**src/rtl/lsu_pkg.sv**
```systemverilog
// Shared types and constants for the load/store bridge and the control decoder.
package lsu_pkg;

    typedef enum logic [1:0] {IDLE, REQ, WAIT_R, DONE} lsu_state_t;

    localparam logic [2:0] F3_B  = 3'b000;
    localparam logic [2:0] F3_H  = 3'b001;
    localparam logic [2:0] F3_W  = 3'b010;
    localparam logic [2:0] F3_BU = 3'b100;
    localparam logic [2:0] F3_HU = 3'b101;

    localparam logic [6:0] OP_LOAD  = 7'b0000011;
    localparam logic [6:0] OP_STORE = 7'b0100011;

    // Unsigned variants only exist for loads.
    function automatic logic lsu_legal(input logic store, input logic [2:0] funct3,
                                       input logic [1:0] addr_lo);
        case (funct3)
            F3_B:    return 1'b1;
            F3_H:    return !addr_lo[0];
            F3_W:    return addr_lo == 2'b00;
            F3_BU:   return !store;
            F3_HU:   return !store && !addr_lo[0];
            default: return 1'b0;
        endcase
    endfunction

endpackage

```
**src/rtl/lsu_bus_bridge_if.sv**
```systemverilog
// Data-memory bus between the load/store bridge (master) and memory (slave).
interface lsu_bus_bridge_if #(
    parameter int unsigned ADDR_W = 32
);
    logic              bus_valid;
    logic              bus_we;
    logic [ADDR_W-1:0] bus_addr;
    logic [31:0]       bus_wdata;
    logic [3:0]        bus_be;
    logic              bus_ready;
    logic              bus_rvalid;
    logic [31:0]       bus_rdata;

    modport master (
        output bus_valid, bus_we, bus_addr, bus_wdata, bus_be,
        input  bus_ready, bus_rvalid, bus_rdata
    );

    modport slave (
        input  bus_valid, bus_we, bus_addr, bus_wdata, bus_be,
        output bus_ready, bus_rvalid, bus_rdata
    );
endinterface

```
**src/rtl/lsu_load_align.sv**
```systemverilog
// Shifts the returned bus word down to the accessed lane and extends it to 32 bits.
module lsu_load_align
    import lsu_pkg::*;
(
    input  logic [31:0] bus_rdata,
    input  logic [1:0]  addr_lo,
    input  logic [2:0]  funct3,
    output logic [31:0] rdata_ext
);

    logic [31:0] shifted;

    assign shifted = bus_rdata >> {addr_lo, 3'b000};

    always_comb begin
        rdata_ext = '0;
        case (funct3)
            F3_B:    rdata_ext = {{24{shifted[7]}}, shifted[7:0]};
            F3_H:    rdata_ext = {{16{shifted[15]}}, shifted[15:0]};
            F3_W:    rdata_ext = shifted;
            F3_BU:   rdata_ext = {24'h0, shifted[7:0]};
            F3_HU:   rdata_ext = {16'h0, shifted[15:0]};
            default: rdata_ext = '0;
        endcase
    end

endmodule

```
**src/rtl/lsu_bus_bridge.sv**
```systemverilog
// Runs one data-memory bus transaction per LOAD/STORE and stalls the core while it is in flight.
module lsu_bus_bridge
    import lsu_pkg::*;
#(
    parameter int unsigned ADDR_W = 32
) (
    input  logic              clk,
    input  logic              rst_n,
    input  logic              mem_en,
    input  logic              MemRW,
    input  logic [2:0]        funct3,
    input  logic [ADDR_W-1:0] addr,
    input  logic [31:0]       wdata,
    output logic [31:0]       rdata,
    output logic              stall,
    output logic              mem_err,
    lsu_bus_bridge_if.master  bus
);

    lsu_state_t  state_q;
    logic [1:0]  addr_lo_q;
    logic [2:0]  funct3_q;
    logic        legal;
    logic [3:0]  be_d;
    logic [31:0] wdata_d;
    logic [31:0] load_word;

    assign legal = lsu_legal(MemRW, funct3, addr[1:0]);

    // Store lanes; loads reuse the same byte-enable pattern for the accessed bytes.
    always_comb begin
        be_d    = 4'b1111;
        wdata_d = wdata;
        case (funct3[1:0])
            2'b00: begin
                be_d    = 4'b0001 << addr[1:0];
                wdata_d = {4{wdata[7:0]}};
            end
            2'b01: begin
                be_d    = 4'b0011 << {addr[1], 1'b0};
                wdata_d = {2{wdata[15:0]}};
            end
            default: ;
        endcase
    end

    lsu_load_align u_load_align (
        .bus_rdata (bus.bus_rdata),
        .addr_lo   (addr_lo_q),
        .funct3    (funct3_q),
        .rdata_ext (load_word)
    );

    always_ff @(posedge clk or negedge rst_n) begin
        if (!rst_n) begin
            state_q       <= IDLE;
            addr_lo_q     <= '0;
            funct3_q      <= '0;
            rdata         <= '0;
            mem_err       <= 1'b0;
            bus.bus_valid <= 1'b0;
            bus.bus_we    <= 1'b0;
            bus.bus_addr  <= '0;
            bus.bus_wdata <= '0;
            bus.bus_be    <= '0;
        end else begin
            mem_err <= 1'b0;
            case (state_q)
                IDLE: begin
                    if (mem_en) begin
                        if (legal) begin
                            bus.bus_valid <= 1'b1;
                            bus.bus_we    <= MemRW;
                            bus.bus_addr  <= {addr[ADDR_W-1:2], 2'b00};
                            bus.bus_wdata <= wdata_d;
                            bus.bus_be    <= be_d;
                            addr_lo_q     <= addr[1:0];
                            funct3_q      <= funct3;
                            state_q       <= REQ;
                        end else begin
                            mem_err <= 1'b1;
                            rdata   <= '0;
                        end
                    end
                end
                REQ: begin
                    if (bus.bus_ready) begin
                        bus.bus_valid <= 1'b0;
                        state_q       <= bus.bus_we ? DONE : WAIT_R;
                    end
                end
                WAIT_R: begin
                    if (bus.bus_rvalid) begin
                        rdata   <= load_word;
                        state_q <= DONE;
                    end
                end
                DONE:    state_q <= IDLE;
                default: state_q <= IDLE;
            endcase
        end
    end

    // Released in DONE so the core advances exactly once per access.
    always_comb begin
        stall = 1'b0;
        if (rst_n) begin
            case (state_q)
                IDLE:        stall = mem_en & legal;
                REQ, WAIT_R: stall = 1'b1;
                default:     stall = 1'b0;
            endcase
        end
    end

endmodule

```
**src/flat_wrapper.sv**
```systemverilog
// flat-port wrapper written by rule: the top's interface ports become plain ports
module lsu_bus_bridge_flat import lsu_pkg::*;
#(
    parameter int unsigned ADDR_W = 32
)
  (clk, rst_n, mem_en, MemRW, funct3, addr, wdata, rdata, stall, mem_err, bus_bus_valid, bus_bus_we, bus_bus_addr, bus_bus_wdata, bus_bus_be, bus_bus_ready, bus_bus_rvalid, bus_bus_rdata);
  lsu_bus_bridge_if #(.ADDR_W(ADDR_W)) bus_i ();
  input  logic clk;
  input  logic rst_n;
  input  logic mem_en;
  input  logic MemRW;
  input  logic [2:0] funct3;
  input  logic [ADDR_W-1:0] addr;
  input  logic [31:0] wdata;
  output logic [31:0] rdata;
  output logic stall;
  output logic mem_err;
  output wire logic [$bits(bus_i.bus_valid)-1:0] bus_bus_valid;
  output wire logic [$bits(bus_i.bus_we)-1:0] bus_bus_we;
  output wire logic [$bits(bus_i.bus_addr)-1:0] bus_bus_addr;
  output wire logic [$bits(bus_i.bus_wdata)-1:0] bus_bus_wdata;
  output wire logic [$bits(bus_i.bus_be)-1:0] bus_bus_be;
  input wire logic [$bits(bus_i.bus_ready)-1:0] bus_bus_ready;
  input wire logic [$bits(bus_i.bus_rvalid)-1:0] bus_bus_rvalid;
  input wire logic [$bits(bus_i.bus_rdata)-1:0] bus_bus_rdata;
  assign bus_bus_valid = bus_i.bus_valid;
  assign bus_bus_we = bus_i.bus_we;
  assign bus_bus_addr = bus_i.bus_addr;
  assign bus_bus_wdata = bus_i.bus_wdata;
  assign bus_bus_be = bus_i.bus_be;
  assign bus_i.bus_ready = bus_bus_ready;
  assign bus_i.bus_rvalid = bus_bus_rvalid;
  assign bus_i.bus_rdata = bus_bus_rdata;
  lsu_bus_bridge #(.ADDR_W(ADDR_W)) u_core (.clk(clk), .rst_n(rst_n), .mem_en(mem_en), .MemRW(MemRW), .funct3(funct3), .addr(addr), .wdata(wdata), .rdata(rdata), .stall(stall), .mem_err(mem_err), .bus(bus_i));
endmodule
```
**config.mk**
```make
export PLATFORM = sky130hd
export DESIGN_NAME = lsu_bus_bridge_flat
export DESIGN_NICKNAME = d
export VERILOG_FILES = /design/src/rtl/lsu_pkg.sv /design/src/rtl/lsu_bus_bridge_if.sv /design/src/rtl/lsu_load_align.sv /design/src/rtl/lsu_bus_bridge.sv /design/src/flat_wrapper.sv
export SDC_FILE = /design/constraint.sdc
export NUM_CORES = 1
export LEC_CHECK = 0
export CAP_MARGIN = 20
export CORE_AREA = 2 2 123 137
export DETAILED_ROUTE_END_ITERATION = 12
export DIE_AREA = 0 0 125 139
export PLACE_DENSITY_LB_ADDON = 0.1
export SLEW_MARGIN = 20
export SYNTH_ARGS = -nofsm -noshare
export SYNTH_HDL_FRONTEND = slang
export SYNTH_SLANG_ARGS = --single-unit
```
**constraint.sdc**
```tcl
create_clock -name clk -period 2.2 [get_ports clk]
set_input_delay 0.44 -clock clk [delete_from_list [all_inputs] [get_ports clk]]
set_output_delay 0.44 -clock clk [all_outputs]
set_load 0.005 [all_outputs]
```
### Word level (Yosys, flattened, before mapping)

Cells that the tools add are included.

| word-level totals | value |
|---|---|
| register bits | 108 |
| logic and storage cells | 69 |
| output and inout bits | 104 |

| operators by class | value |
|---|---|
| eq/ne operators | 17 |
| shifts and indexed selects | 3 |
| multiplexer cells | 23 |
| reduce and logical (&&, ||, !) cells | 15 |
| bitwise gates (word level) | 1 |

Operators with widths:

| kind | count |
|---|---|
| 32-bit one-hot mux with 5 select lines | 1 |
| 32-bit one-hot mux with 2 select lines | 2 |
| 32-bit 2-to-1 mux | 3 |
| 32-bit by 5-bit >> shifter with 32-bit output | 1 |
| 3-bit equality test, second input constant | 4 |
| 4-bit AND reduction | 3 |
| 1-bit 2-to-1 mux | 8 |
| 2-bit 2-to-1 mux | 4 |
| 2-bit != test, second input constant | 4 |
| 2-bit one-hot mux with 4 select lines | 1 |
| 4-bit one-hot mux with 2 select lines | 1 |
| 3-bit by 1-bit equality test with 1-bit output, second input constant | 2 |
| 3-bit by 2-bit equality test with 1-bit output, second input constant | 2 |
| 2-bit zero test | 3 |
| 3-bit zero test | 2 |
| 1-bit one-hot mux with 5 select lines | 1 |
| 2-bit by 1-bit equality test with 1-bit output, second input constant | 2 |
| 2-bit equality test, second input constant | 2 |
| 1-bit one-hot mux with 2 select lines | 2 |
| 2-bit nonzero test | 2 |
| 1-bit by 2-bit << shifter with 4-bit output, first input constant | 1 |
| 2-bit by 2-bit << shifter with 4-bit output, first input constant | 1 |
| 3-bit AND reduction | 1 |
| 1-bit zero test | 2 |
| other kinds (4) | 4 |

### Logic depth before layout (Yosys ltp)

Gate-level depths: netlist (run 1).

| logic depth | value |
|---|---|
| depth in word-level cells | 6 |
| gate-level depth with buffers | 8 |

### Hierarchy

A second synthesis (run 1) with hierarchy kept.

| second synthesis, totals | value |
|---|---|
| cells, all modules | 523 |
| area, all modules | 5674.2 um^2 |

By module, submodules not included:

| module | instances | area each (um^2) | cells an instance |
|---|---|---|---|
| lsu_bus_bridge | 1 | 4870.9 | 414 |
| lsu_load_align | 1 | 803.3 | 109 |

### Worst setup path after synthesis (run 1)

Ideal clock, no wire load.

| timing | value |
|---|---|
| path type | input-to-output |
| start point | input port funct3[0] |
| end point | output port stall |
| data arrival time | 1.524 ns |
| cell stages on the path | 6 |
| required time | 1.760 ns |
| slack | 0.236 ns |
| path through | buf_2 -> a221oi_2 -> o21bai_1 -> buf_4 -> nor2b_1 -> nor3b_1 |

| between the ends | value |
|---|---|
| longest elaborated chain between the ends | 5 |

RTL lines:

| item | RTL line | source |
|---|---|---|
| start: declaration | flat_wrapper.sv:12 | `input logic [2:0] funct3;` |
| 3-bit equality test (tied with other cells) | lsu_pkg.sv:18 | `case (funct3)` |
| 1-bit one-hot mux with 5 select lines * | lsu_pkg.sv:18 |  |
| 1-bit bitwise AND * | lsu_bus_bridge.sv:109 | `IDLE: stall = mem_en & legal;` |
| 1-bit one-hot mux with 2 select lines * | lsu_bus_bridge.sv:108 | `case (state_q)` |
| 1-bit 2-to-1 mux * | lsu_bus_bridge.sv:107 | `if (rst_n) begin` |
| end: declaration | flat_wrapper.sv:16 | `output logic stall;` |

Mark *: on every way between the ends. The rest lies on a longest branch, timed or not.

### Worst setup path in the final report (run 1)

| timing | value |
|---|---|
| start point | input port addr[1] |
| end point | output port stall |

| between the ends | value |
|---|---|
| longest elaborated chain between the ends | 5 |

RTL lines:

| item | RTL line | source |
|---|---|---|
| start: declaration | flat_wrapper.sv:13 | `input logic [ADDR_W-1:0] addr;` |
| 2-bit zero test | lsu_pkg.sv:21 | `F3_W: return addr_lo == 2'b00;` |
| 1-bit one-hot mux with 5 select lines | lsu_pkg.sv:18 |  |
| 1-bit bitwise AND | lsu_bus_bridge.sv:109 |  |
| 1-bit one-hot mux with 2 select lines | lsu_bus_bridge.sv:108 |  |
| 1-bit 2-to-1 mux | lsu_bus_bridge.sv:107 |  |

Every way passes these cells.

==> impl_summary.log, run 1 <==
[metrics] result of the run: finished clean
[metrics] biggest fanout along the worst timing path: 2
[metrics] most instantiated library cell after synthesis: sky130_fd_sc_hd__dfrtp_1
[metrics] type of destination of the critical path: output port
[metrics] max-slew violation count: 0
[metrics] flop2flop setup slack: 0.21 ns
[metrics] total clock buffers created by CTS: 9
[metrics] transition at the pin with the smallest max-transition slack: 0.9234 ns
[metrics] core footprint: 0.01606 sq mm
[metrics] CTS tree: done
[metrics] CTS root buffer: sky130_fd_sc_hd__clkbuf_16
[metrics] worst hold path class: input pin to asynchronous set/reset pin
[metrics] Clock Latency Late Sink: 0.35 ns
[metrics] unrepaired setup endpoints after global routing: no
[metrics] average footprint of a synthesized cell: 11.39 sq um
[metrics] Initial Util: 33.46%
[metrics] start point of the critical path: addr[1]
[metrics] width of the chip: 125 um
[metrics] post-synthesis instance area: 0.005374 sq mm
[metrics] number of DRC violations after detailed routing: 0
[metrics] minimum hold slack: 0.2021 ns
[metrics] level count of the clock H-tree: 3
[metrics] io pins: 209
[metrics] post-synth top area share: 50.29%
[metrics] clock-pin slew of the registers on the worst-case setup and hold paths: 0.07 ns
[metrics] count of endpoints failing hold in the final timing report: 0
[metrics] total power per unit cell area: 1259 mW/mm^2
[metrics] data arrival time of the critical path: 1.68 ns
[metrics] post-route non-filler standard cell count: 892
[metrics] origin of the critical flop-to-flop path: u_core.state_q[0]$_DFFE_PN0P_
[metrics] cell area after layout: 0.008080 sq mm
[metrics] Routed WL: 15780 um
[metrics] router iterations before antenna repair: 4
[metrics] part of the Yosys area used for sequential elements: 50.29%
[metrics] final worst path period share: 96.56%
[metrics] number of cells after detailed placement: 875
[metrics] GRT Total Usage: 18.37%
[metrics] path depth of the worst reg2reg path: 7
[metrics] number of setup violations in the final report: 0
[metrics] Die Area: 0.01738 sq mm
[metrics] maximum clock frequency: 0.4707 GHz
[metrics] total vias in the final route: 4404
[metrics] Max Cap Violations: 0
[metrics] number of rows created at floorplan: 49
[metrics] number of synthesized register bits: 108
[metrics] count of different cell masters after synthesis: 42
[metrics] worst reg2reg endpoint: u_core.funct3_q[2]$_DFFE_PN0P_
[metrics] antenna violation net count after detailed routing: 0
[metrics] EDFF count, synth: 0
[metrics] number of antenna diodes: 0
[metrics] TritonCTS Sinks: 108
[metrics] cell accounting for the most synthesized area: sky130_fd_sc_hd__dfrtp_1
[metrics] Die Y-Extent: 139 um
[metrics] Worst Setup Start Kind: input pin
[metrics] cells taking the most area after synthesis: sky130_fd_sc_hd__dfrtp_1 (50%), sky130_fd_sc_hd__mux2_4 (8.7%), sky130_fd_sc_hd__mux2i_1 (7.6%)
[metrics] worst voltage drop across the vdd grid: 0.0005629 V
[metrics] total power consumption of the routed design: 10.17 mW
[metrics] shortest clock period the worst path allows after layout: 2.124 ns
[metrics] number of antenna violations at the first check in global routing: 0
[metrics] Worst Setup Path Type: input pin to output port
[metrics] pin count of the biggest net entering global routing: 109
[metrics] Detailed Place HPWL: 11590 um
[metrics] worst slew margin relative to its limit: 38.21%
[metrics] Clock Tree Buf Depth: 2
[metrics] global-route congestion overflow total: 0
[metrics] per-cell routed wire length: 17.69 um
[metrics] fraction of layout instances using a drive strength above 1: 16.57%
[metrics] Worst Setup EP: stall
[metrics] Synth Flop Type: sky130_fd_sc_hd__dfrtp_1
[metrics] nets@finish: 793
[metrics] number of instances in the synthesized netlist: 472
[metrics] Synth async-reset ratio: 100.0%
[metrics] post-detailed-placement cell area: 0.007769 sq mm
[metrics] required time of the critical path: 1.76 ns
[metrics] area growth from synthesis to final layout: 50.36%
[metrics] number of global-route vias before repair: 4637
[metrics] wire length of the first global-routing pass: 25490 um
[metrics] Port Buffer Count: 206
[metrics] most frequent cells after synthesis: sky130_fd_sc_hd__dfrtp_1 (108), sky130_fd_sc_hd__nand2_1 (64), sky130_fd_sc_hd__mux2i_1 (41)
[metrics] hold-fix buffers at CTS: 0
[metrics] DRC violation total after the first TritonRoute iteration: 240
[metrics] total number of yosys warnings: 0
[metrics] weighted congestion reported at the end of routability-driven placement: 0.8348
[metrics] Final Skew: 0.005297 ns
[metrics] static power due to leakage: 3.558 nW
[metrics] average vias per placed instance: 4.937
layout make-up:
class	instances	area (sq um)
Clock buffer	10	229.0
Clock inverter	6	50.05
Fill cell	1487	7983
Inverter	5	18.77
Multi-Input combinational cell	325	2512
Sequential cell	108	2703
Tap cell	204	255.2
Timing Repair Buffer	234	2312
how the worst min path moves through the flow:
stage | from | endpoint | depth (start not counted)
global placement | u_core.bus.bus_wdata[31]$_DFFE_PN0P_ | u_core.bus.bus_wdata[31]$_DFFE_PN0P_ | 2
global route | rst_n | u_core.rdata[5]$_DFFE_PN0P_ | 2
CTS | rst_n | u_core.rdata[9]$_DFFE_PN0P_ | 2
detailed placement | u_core.bus.bus_wdata[29]$_DFFE_PN0P_ | u_core.bus.bus_wdata[29]$_DFFE_PN0P_ | 2
floorplan | rst_n | u_core.addr_lo_q[0]$_DFFE_PN0P_ | 0
finish | rst_n | u_core.rdata[5]$_DFFE_PN0P_ | 2
critical path: stages:
cell and delay, ns:
sky130_fd_sc_hd__clkdlybuf4s50_1 0.47, sky130_fd_sc_hd__nor4_4 0.23, sky130_fd_sc_hd__o21bai_4 0.08, sky130_fd_sc_hd__nor2b_1 0.15
sky130_fd_sc_hd__nor3b_2 0.17, sky130_fd_sc_hd__buf_2 0.14
stage by stage:
| stage | worst slack, ns | utilization [%] | TNS [ns] |
|---|---|---|---|
| 3_5_place_dp | -0.5982 | 48.36 | -25.27 |
| 4_1_cts | 0.02382 | 50.19 | 0 |
| 3_3_place_gp | -0.6094 | 48.36 | -20.95 |
| 2_1_floorplan | 0.2361 | - | 0 |
| 6_report | 0.07560 | 50.30 | 0 |
| 5_1_grt | 0.008930 | 50.30 | 0 |
sequential cells by signal, indices dropped and copies added, names as in the netlist:
name,flops
u_core.bus.bus_wdata,32
u_core.bus.bus_valid,1
u_core.bus.bus_be,4
u_core.funct3_q,3
u_core.addr_lo_q,2
u_core.bus.bus_addr,30
u_core.rdata,32
u_core.state_q,2
u_core.mem_err,1
u_core.bus.bus_we,1
cell usage in the layout (no fill, tap or decap), types with 3 or more instances in the layout:
cell type,netlist,final
sky130_fd_sc_hd__mux2i_1,41,41
sky130_fd_sc_hd__nand2b_1,4,4
sky130_fd_sc_hd__clkbuf_16,0,9
sky130_fd_sc_hd__dlygate4sd2_1,0,5
sky130_fd_sc_hd__buf_4,3,24
sky130_fd_sc_hd__a22o_1,9,9
sky130_fd_sc_hd__mux2_4,31,31
sky130_fd_sc_hd__o22ai_1,8,8
sky130_fd_sc_hd__nor2_1,12,12
sky130_fd_sc_hd__inv_1,5,3
sky130_fd_sc_hd__nor2b_1,6,5
sky130_fd_sc_hd__o21ai_0,34,34
sky130_fd_sc_hd__o211ai_1,7,7
sky130_fd_sc_hd__mux2_2,23,23
sky130_fd_sc_hd__nand2_1,64,63
sky130_fd_sc_hd__clkinv_4,0,3
sky130_fd_sc_hd__clkdlybuf4s50_1,0,199
sky130_fd_sc_hd__o2bb2ai_1,6,6
sky130_fd_sc_hd__buf_12,0,4
sky130_fd_sc_hd__dfrtp_1,108,108
sky130_fd_sc_hd__a2bb2oi_1,9,9
sky130_fd_sc_hd__o21ai_1,23,23
sky130_fd_sc_hd__a21oi_1,21,21
sky130_fd_sc_hd__ha_1,5,4
cell families after synthesis:
kind of cell	Yosys count	share of synthesized area, %
AO/OA/AOI/OAI	126	14.69
flip-flops	108	50.29
multiplexers	96	21.54
AND/OR/NAND/NOR	96	8.405
buffers and inverters	40	3.842
adder cells (fa/ha/maj)	5	1.164
other	1	0.06978
per-layer routing:
metal / share of wire, % / routed length (um) / GRT usage, % / vias up
met4: 2.6 / 403 / 7.368 / 0
met5: 0 / 0 / 0 / -
met1: 43 / 6726 / 23.25 / 2117
li1: - / - / - / 2107
met2: 47 / 7478 / 29.46 / 155
met3: 7.4 / 1174 / 5.556 / 25
power breakdown:
| group | internal, mW | leakage [nW] | switching, mW |
|---|---|---|---|
| logic | 3.15 | 2.05 | 1.98 |
| registers | 2.89 | 1.38 | 0.588 |
| clock network | 0.782 | 0.135 | 0.787 |
| total | 6.82 | 3.56 | 3.35 |
timing repair:
item / CTS / global route
pin swaps: 3 / 1
endpoints found under the setup margin: 35 / 35
hold endpoints to repair: 0 / 0
gates resized for setup: 12 / 6
setup buffers: 0 / 1
Note: power is estimated with default switching activity, not from simulation.
==> inputs of run 2 (changes only) <==
Settings changed: REMOVE_ABC_BUFFERS set to 1.
==> run 2 against run 1 <==
Net effect: setup slack better by 0.051 ns; routed wire length down 2.2%; fmax up 2.4%; sequential share of layout area down 0.29 points; final cell count up 0.45%; design area up 0.87%; combinational power about the same; count of clock-buffer cells in the layout up 1.
==> impl_summary.log, run 2 (synthesis results as in run 1) <==
[metrics] result of the run: finished clean
[metrics] per-cell routed wire length: 17.23 um (-2.6%)
[metrics] Initial Util: 33.46% (unchanged)
[metrics] Detailed Place HPWL: 11230 um (-3.1%)
[metrics] CTS tree: done
[metrics] pin count of the biggest net entering global routing: 109 (unchanged)
[metrics] GRT Total Usage: 17.85% (-0.52 points)
[metrics] worst voltage drop across the vdd grid: 0.0005189 V (-7.8%)
[metrics] Clock Latency Late Sink: 0.35 ns (about the same)
[metrics] most used routing layer: met2
[metrics] number of buffer and inverter instances along the worst setup path: 2 (unchanged)
[metrics] weighted congestion reported at the end of routability-driven placement: 0.8149 (-2.4%)
[metrics] total vias in the final route: 4366 (-0.86%)
[metrics] Net Sw Power: 3.329 mW (-0.66%)
[metrics] max-slew violation count: 0 (unchanged)
[metrics] minimum hold slack: 0.1805 ns (-0.02155 ns)
[metrics] path depth of the worst reg2reg path: 8 (+1)
[metrics] number of global-route vias before repair: 4682 (+0.97%)
[metrics] wire length of the first global-routing pass: 25010 um (-1.9%)
[metrics] share of power burned in the clock network: 17.3% (+1.9 points)
[metrics] DRC violation total after the first TritonRoute iteration: 161 (-33%)
[metrics] GR Layer Usage met1: 22.32% (-0.93 points)
[metrics] maximum clock frequency: 0.4822 GHz (+2.4%)
[metrics] io pins: 209 (unchanged)
[metrics] antenna violation net count after detailed routing: 0 (unchanged)
[metrics] final worst path period share: 94.27% (-2.3 points)
[metrics] number of DRC violations after detailed routing: 0 (unchanged)
[metrics] fraction of power spent switching nets: 31.96% (-0.99 points)
[metrics] average vias per placed instance: 4.873 (-1.3%)
[metrics] router iterations before antenna repair: 4 (unchanged)
[metrics] hold-fix buffers at CTS: 0 (unchanged)
[metrics] Final Skew: 0.005106 ns (-0.0001909 ns)
[metrics] top cell family by delay on the critical path: compound AO/OA/AOI/OAI gates
[metrics] nets@finish: 796 (+0.38%)
[metrics] shortest clock period the worst path allows after layout: 2.074 ns (-0.05052 ns)
[metrics] level count of the clock H-tree: 3 (unchanged)
[metrics] biggest fanout along the worst timing path: 3 (+1)
[metrics] worst reg2reg endpoint: u_core.rdata[17]$_DFFE_PN0P_
[metrics] unrepaired setup endpoints after global routing: no
[metrics] most used cells in the layout excluding fill and tap cells: sky130_fd_sc_hd__clkdlybuf4s50_1 (198), sky130_fd_sc_hd__dfrtp_1 (108), sky130_fd_sc_hd__nand2_1 (63)
[metrics] total power per unit cell area: 1278 mW/mm^2 (+1.5%)
[metrics] width of the chip: 125 um (unchanged)
[metrics] combinational cell fraction of total power: 49.3% (-1.1 points)
[metrics] total clock buffers created by CTS: 9 (unchanged)
[metrics] cell at the slowest stage of the critical path: sky130_fd_sc_hd__a221oi_4
[metrics] origin of the critical flop-to-flop path: u_core.state_q[0]$_DFFE_PN0P_
[metrics] global-route congestion overflow total: 0 (unchanged)
[metrics] required time of the critical path: 1.76 ns (about the same)
[metrics] fraction of layout instances using a drive strength above 1: 16.64% (+0.073 points)
[metrics] Max Cap Violations: 0 (unchanged)
[metrics] static power due to leakage: 3.595 nW (+1.1%)
[metrics] biggest registers after layout: u_core.bus.bus_wdata: 32 flops, u_core.rdata: 32 flops, u_core.bus.bus_addr: 30 flops
[metrics] core footprint: 0.01606 sq mm (unchanged)
[metrics] number of rows created at floorplan: 49 (unchanged)
[metrics] number of setup violations in the final report: 0 (unchanged)
[metrics] start point of the critical path: funct3[2]
[metrics] Port Buffer Count: 206 (unchanged)
[metrics] clock-pin slew of the registers on the worst-case setup and hold paths: 0.07 ns (about the same)
[metrics] worst slew margin relative to its limit: 36.61% (-1.6 points)
[metrics] CTS root buffer: sky130_fd_sc_hd__clkbuf_16
[metrics] commonest non-fill, non-tap cell in the layout: sky130_fd_sc_hd__clkdlybuf4s50_1
[metrics] Worst Setup Start Kind: input pin
[metrics] total power consumption of the routed design: 10.41 mW (+2.4%)
[metrics] GR Layer Usage met2: 29.12% (-0.34 points)
[metrics] power share of the sequential group: 33.5% (-0.7 points)
[metrics] TritonCTS Sinks: 108 (unchanged)
[metrics] data arrival time of the critical path: 1.63 ns (-0.05 ns)
[metrics] area growth from synthesis to final layout: 51.66%
[metrics] number of antenna violations at the first check in global routing: 1 (+1)
[metrics] Clock Tree Buf Depth: 2 (unchanged)
[metrics] global routing met3 resource utilization: 5.556% (unchanged)
[metrics] transition at the pin with the smallest max-transition slack: 0.9473 ns (+0.02389 ns)
[metrics] Worst Setup Path Type: input pin to output port
[metrics] Die Y-Extent: 139 um (unchanged)
[metrics] type of destination of the critical path: output port
[metrics] Die Area: 0.01738 sq mm (unchanged)
[metrics] cell-by-cell trace of the critical path: dlygate4sd2_1, a221oi_4, o21bai_4, nor2b_1, nor3b_1, buf_2
[metrics] delay of the slowest critical-path stage: 0.35 ns (-0.12 ns)
[metrics] worst hold path class: input pin to asynchronous set/reset pin
[metrics] Internal Pwr Total: 7.086 mW (+3.9%)
[metrics] count of endpoints failing hold in the final timing report: 0 (unchanged)
[metrics] flop2flop setup slack: 0.24 ns (+0.03 ns)
[metrics] Routed WL: 15440 um (-2.2%)
-- run 2: timing repair --
item | 4_1_cts | 5_1_grt
endpoints found under the setup margin | 1 | 1
pin swaps | 2 | 1
endpoints found under the hold margin | 0 | 0
gates resized for setup | 13 | 4
cloned | 0 | 0
setup buffers | 3 | 2
-- run 2: area by class of cell --
type | count | area [sq um]
fillers | 1470 | 7913
flip-flops and latches | 108 | 2703
multi-input cells | 325 | 2515
repair buffers | 237 | 2330
well taps | 204 | 255.2
clock buffers | 11 | 242.7
clock inverters | 5 | 83.83
inverters | 5 | 18.77
diodes | 1 | 2.502
-- run 2: power by group through the flow --
stage	registers, mW	clock network (mW)	logic, mW
floorplan	3.63	0	2.13
global route	3.63	1.92	5.58
global placement	3.48	0	5.04
CTS	3.50	1.83	5.15
finish	3.49	1.80	5.13
detailed placement	3.51	0	5.12
-- run 2: how the worst max path moves through the flow --
stage	cells past startpoint	slack, ns	to
final	6	0.13	stall
after global routing	6	0.01	stall
after CTS	7	0.08	stall
after detailed placement	6	-0.51	stall
after global placement	6	-0.49	stall
after floorplan	4	-3.77	stall
-- run 2: routing by layer --
layer	routed length, um	share of wire, %
met3	1133	7.3
met1	6506	42
met5	0	0
met2	7483	48
met4	317	2.1
-- run 2: per-stage QoR --
stage | util [%] | TNS (ns) | area (sq um) | setup slack (ns) | std cells
3_3_place_gp | 48.32 | -13.71 | 7761 | -0.4896 | 874
5_1_grt | 50.74 | 0 | 8150 | 0.01055 | 896
2_1_floorplan | - | -271.57 | 5190 | -3.767 | 438
3_5_place_dp | 48.32 | -18.72 | 7761 | -0.5075 | 874
4_1_cts | 50.55 | 0 | 8120 | 0.07921 | 893
6_report | 50.74 | 0 | 8150 | 0.1261 | 896
==> inputs of run 3 (changes only) <==
Settings changed: CORE_AREA 2 2 123 137 to 2 2 109 121, DIE_AREA 0 0 125 139 to 0 0 111 123.
Clock period 2.2 ns to 2.1 ns, I/O delays scaled along.
==> run 3 against run 2 <==
Net effect: sequential cell count unchanged; non-clock buffer count unchanged; clock power increased by 3%; hold slack got worse by 0.029 ns; count of clock-buffer cells in the layout shrank 1; power is 5.0% higher; sequential share of layout area grew 0.25 points; register-to-register slack got worse by 0.11 ns; combinational power increased by 6.2%.
==> impl_summary.log, run 3 (synthesis results as in run 1) <==
[metrics] max-slew violation count: 0 (unchanged)
[metrics] Routed WL: 14460 um (-6.3%)
[metrics] origin of the critical flop-to-flop path: u_core.state_q[0]$_DFFE_PN0P_
[metrics] weighted congestion reported at the end of routability-driven placement: 0.8503 (+4.3%)
[metrics] number of antenna violations at the first check in global routing: 0 (-1)
[metrics] most used cells in the layout excluding fill and tap cells: sky130_fd_sc_hd__clkdlybuf4s50_1 (198), sky130_fd_sc_hd__dfrtp_1 (108), sky130_fd_sc_hd__nand2_1 (63)
[metrics] Net Sw Power: 3.463 mW (+4.0%)
[metrics] number of filler cells placed in the layout: 1015 (-31%)
[metrics] result of the run: finished clean
[metrics] path depth of the worst reg2reg path: 9 (+1)
[metrics] Die Area: 0.01365 sq mm (-21%)
[metrics] cell-by-cell trace of the critical path: inv_2, ha_4, nand2_2, o21bai_4, nor2b_1, nor3b_1, buf_2
[metrics] data arrival time of the critical path: 1.61 ns (-0.02 ns)
[metrics] number of antenna diodes: 0 (-1)
[metrics] io pins: 209 (unchanged)
[metrics] average vias per placed instance: 5.227 (+7.3%)
[metrics] Die Y-Extent: 123 um (-12%)
[metrics] level count of the clock H-tree: 3 (unchanged)
[metrics] total power per unit cell area: 1352 mW/mm^2 (+5.8%)
[metrics] multi-input gate area in the final layout: 0.002509 sq mm (-0.25%)
[metrics] Worst Setup Path Type: flip-flop to output port
[metrics] Clock Latency Late Sink: 0.34 ns (about the same)
[metrics] CTS tree: done
[metrics] number of DRC violations after detailed routing: 0 (unchanged)
[metrics] final worst path period share: 96.78%
[metrics] GRT Total Usage: 20.60% (+2.7 points)
[metrics] number of global-route vias before repair: 4462 (-4.7%)
[metrics] total clock buffers created by CTS: 9 (unchanged)
[metrics] nets@finish: 796 (unchanged)
[metrics] global-route congestion overflow total: 0 (unchanged)
[metrics] shortest clock period the worst path allows after layout: 2.032 ns
[metrics] power share of the sequential group: 33.3% (-0.2 points)
[metrics] footprint of the flip-flops and latches: 0.002703 sq mm (unchanged)
[metrics] Internal Pwr Total: 7.470 mW (+5.4%)
[metrics] type of destination of the critical path: output port
[metrics] required time of the critical path: 1.68 ns (-0.08 ns)
[metrics] clock-pin slew of the registers on the worst-case setup and hold paths: 0.07 ns (about the same)
[metrics] total vias in the final route: 4427 (+1.4%)
[metrics] worst reg2reg endpoint: u_core.rdata[9]$_DFFE_PN0P_
[metrics] commonest non-fill, non-tap cell in the layout: sky130_fd_sc_hd__clkdlybuf4s50_1
[metrics] minimum hold slack: 0.1517 ns (-0.02883 ns)
[metrics] antenna violation net count after detailed routing: 0 (unchanged)
[metrics] area growth from synthesis to final layout: 50.52%
[metrics] combinational cell fraction of total power: 49.8% (+0.5 points)
[metrics] Worst Setup Start Kind: flip-flop
[metrics] fraction of power spent switching nets: 31.67% (-0.29 points)
[metrics] unrepaired setup endpoints after global routing: yes
[metrics] Final Skew: 0.006995 ns (+0.001889 ns)
[metrics] static power due to leakage: 3.604 nW (+0.25%)
[metrics] per-cell routed wire length: 17.07 um (-0.92%)
[metrics] cell at the slowest stage of the critical path: sky130_fd_sc_hd__dfrtp_1
[metrics] total power consumption of the routed design: 10.93 mW (+5.0%)
[metrics] flop2flop setup slack: 0.13 ns (-0.11 ns)
[metrics] Max Cap Violations: 0 (unchanged)
[metrics] Initial Util: 43.24% (+9.8 points)
[metrics] worst slew margin relative to its limit: 37.88% (+1.3 points)
[metrics] pin count of the biggest net entering global routing: 109 (unchanged)
[metrics] Port Buffer Count: 206 (unchanged)
[metrics] core footprint: 0.01243 sq mm (-23%)
[metrics] number of rows created at floorplan: 43 (-12%)
[metrics] count of endpoints failing hold in the final timing report: 0 (unchanged)
[metrics] DRC violation total after the first TritonRoute iteration: 172 (+6.8%)
[metrics] transition at the pin with the smallest max-transition slack: 0.9284 ns (-0.01890 ns)
[metrics] width of the chip: 111 um (-11%)
[metrics] Detailed Place HPWL: 10530 um (-6.2%)
[metrics] delay of the slowest critical-path stage: 0.39 ns (+0.04 ns)
[metrics] CTS root buffer: sky130_fd_sc_hd__clkbuf_16
[metrics] maximum clock frequency: 0.4920 GHz
[metrics] share of power burned in the clock network: 16.9% (-0.4 points)
[metrics] Clock Tree Buf Depth: 2 (unchanged)
[metrics] biggest fanout along the worst timing path: 2 (-1)
[metrics] worst hold path class: input pin to asynchronous set/reset pin
[metrics] worst voltage drop across the vdd grid: 0.0006155 V (+19%)
[metrics] number of setup violations in the final report: 0 (unchanged)
[metrics] TritonCTS Sinks: 108 (unchanged)
[metrics] wire length of the first global-routing pass: 22470 um (-10%)
[metrics] fraction of layout instances using a drive strength above 1: 17.10% (+0.46 points)
[metrics] router iterations before antenna repair: 6 (+2)
[metrics] biggest registers after layout: u_core.bus.bus_wdata: 32 flops, u_core.rdata: 32 flops, u_core.bus.bus_addr: 30 flops
[run 3: power groups by stage]
stage	registers, mW	logic [mW]	clock network (mW)
after CTS	3.64	5.44	1.89
after detailed placement	3.66	5.43	0
after floorplan	3.80	2.23	0
after global routing	3.76	5.88	1.97
final	3.64	5.45	1.85
after global placement	3.62	5.33	0
[run 3: worst max-delay path by stage]
stage | startpoint | to | slack [ns]
after detailed placement | funct3[2] | stall | -0.57
after floorplan | funct3[2] | stall | -3.83
after global routing | u_core.state_q[1]$_DFFE_PN0P_ | stall | -0.03
after CTS | u_core.state_q[0]$_DFFE_PN0P_ | stall | 0.006
final | u_core.state_q[1]$_DFFE_PN0P_ | stall | 0.07
after global placement | funct3[2] | stall | -0.55
[run 3: layer usage]
metal / track usage [%] / up-vias / share of wire [%]
met5: 0 / - / 0
met4: 7.969 / 0 / 2.1
met3: 5.980 / 24 / 6.9
met2: 34.93 / 146 / 51
met1: 25.09 / 2150 / 41
li1: - / 2107 / -
[run 3: cell type report]
class | instances | share of cell area [%]
clock buffers | 10 | 2.954
well taps | 157 | 2.428
flip-flops and latches | 108 | 33.41
multi-input cells | 325 | 31.01
repair buffers | 237 | 28.91
inverters | 5 | 0.2320
clock inverters | 5 | 1.052
[run 3: critical path, delay by kind of cell (launching register included)]
kind / cells / cell delay [ns]
AO/OA/AOI/OAI: 1 / 0.16
adder cells (fa/ha/maj): 1 / 0.14
flip-flops: 1 / 0.39
AND/OR/NAND/NOR: 3 / 0.35
buffers and inverters: 2 / 0.22
[run 3: metrics by stage]
step | instance area, sq um | utilization, % | setup TNS, ns | cells | worst slack, ns
finish | 8089 | 65.09 | 0 | 847 | 0.06754
global route | 8089 | 65.09 | -0.02618 | 847 | -0.02618
CTS | 8069 | 64.93 | 0 | 846 | 0.005833
detailed placement | 7745 | 62.32 | -26.68 | 831 | -0.5737
global placement | 7745 | 62.32 | -23.37 | 831 | -0.5520
floorplan | 5190 | - | -279.71 | 438 | -3.827
[run 3: repair_timing]
action / CTS / global route
gates resized for setup: 10 / 11
setup endpoints to repair: 9 / 11
pin swaps: 2 / 3
hold buffers: 0 / 0
buffers inserted: 0 / 1
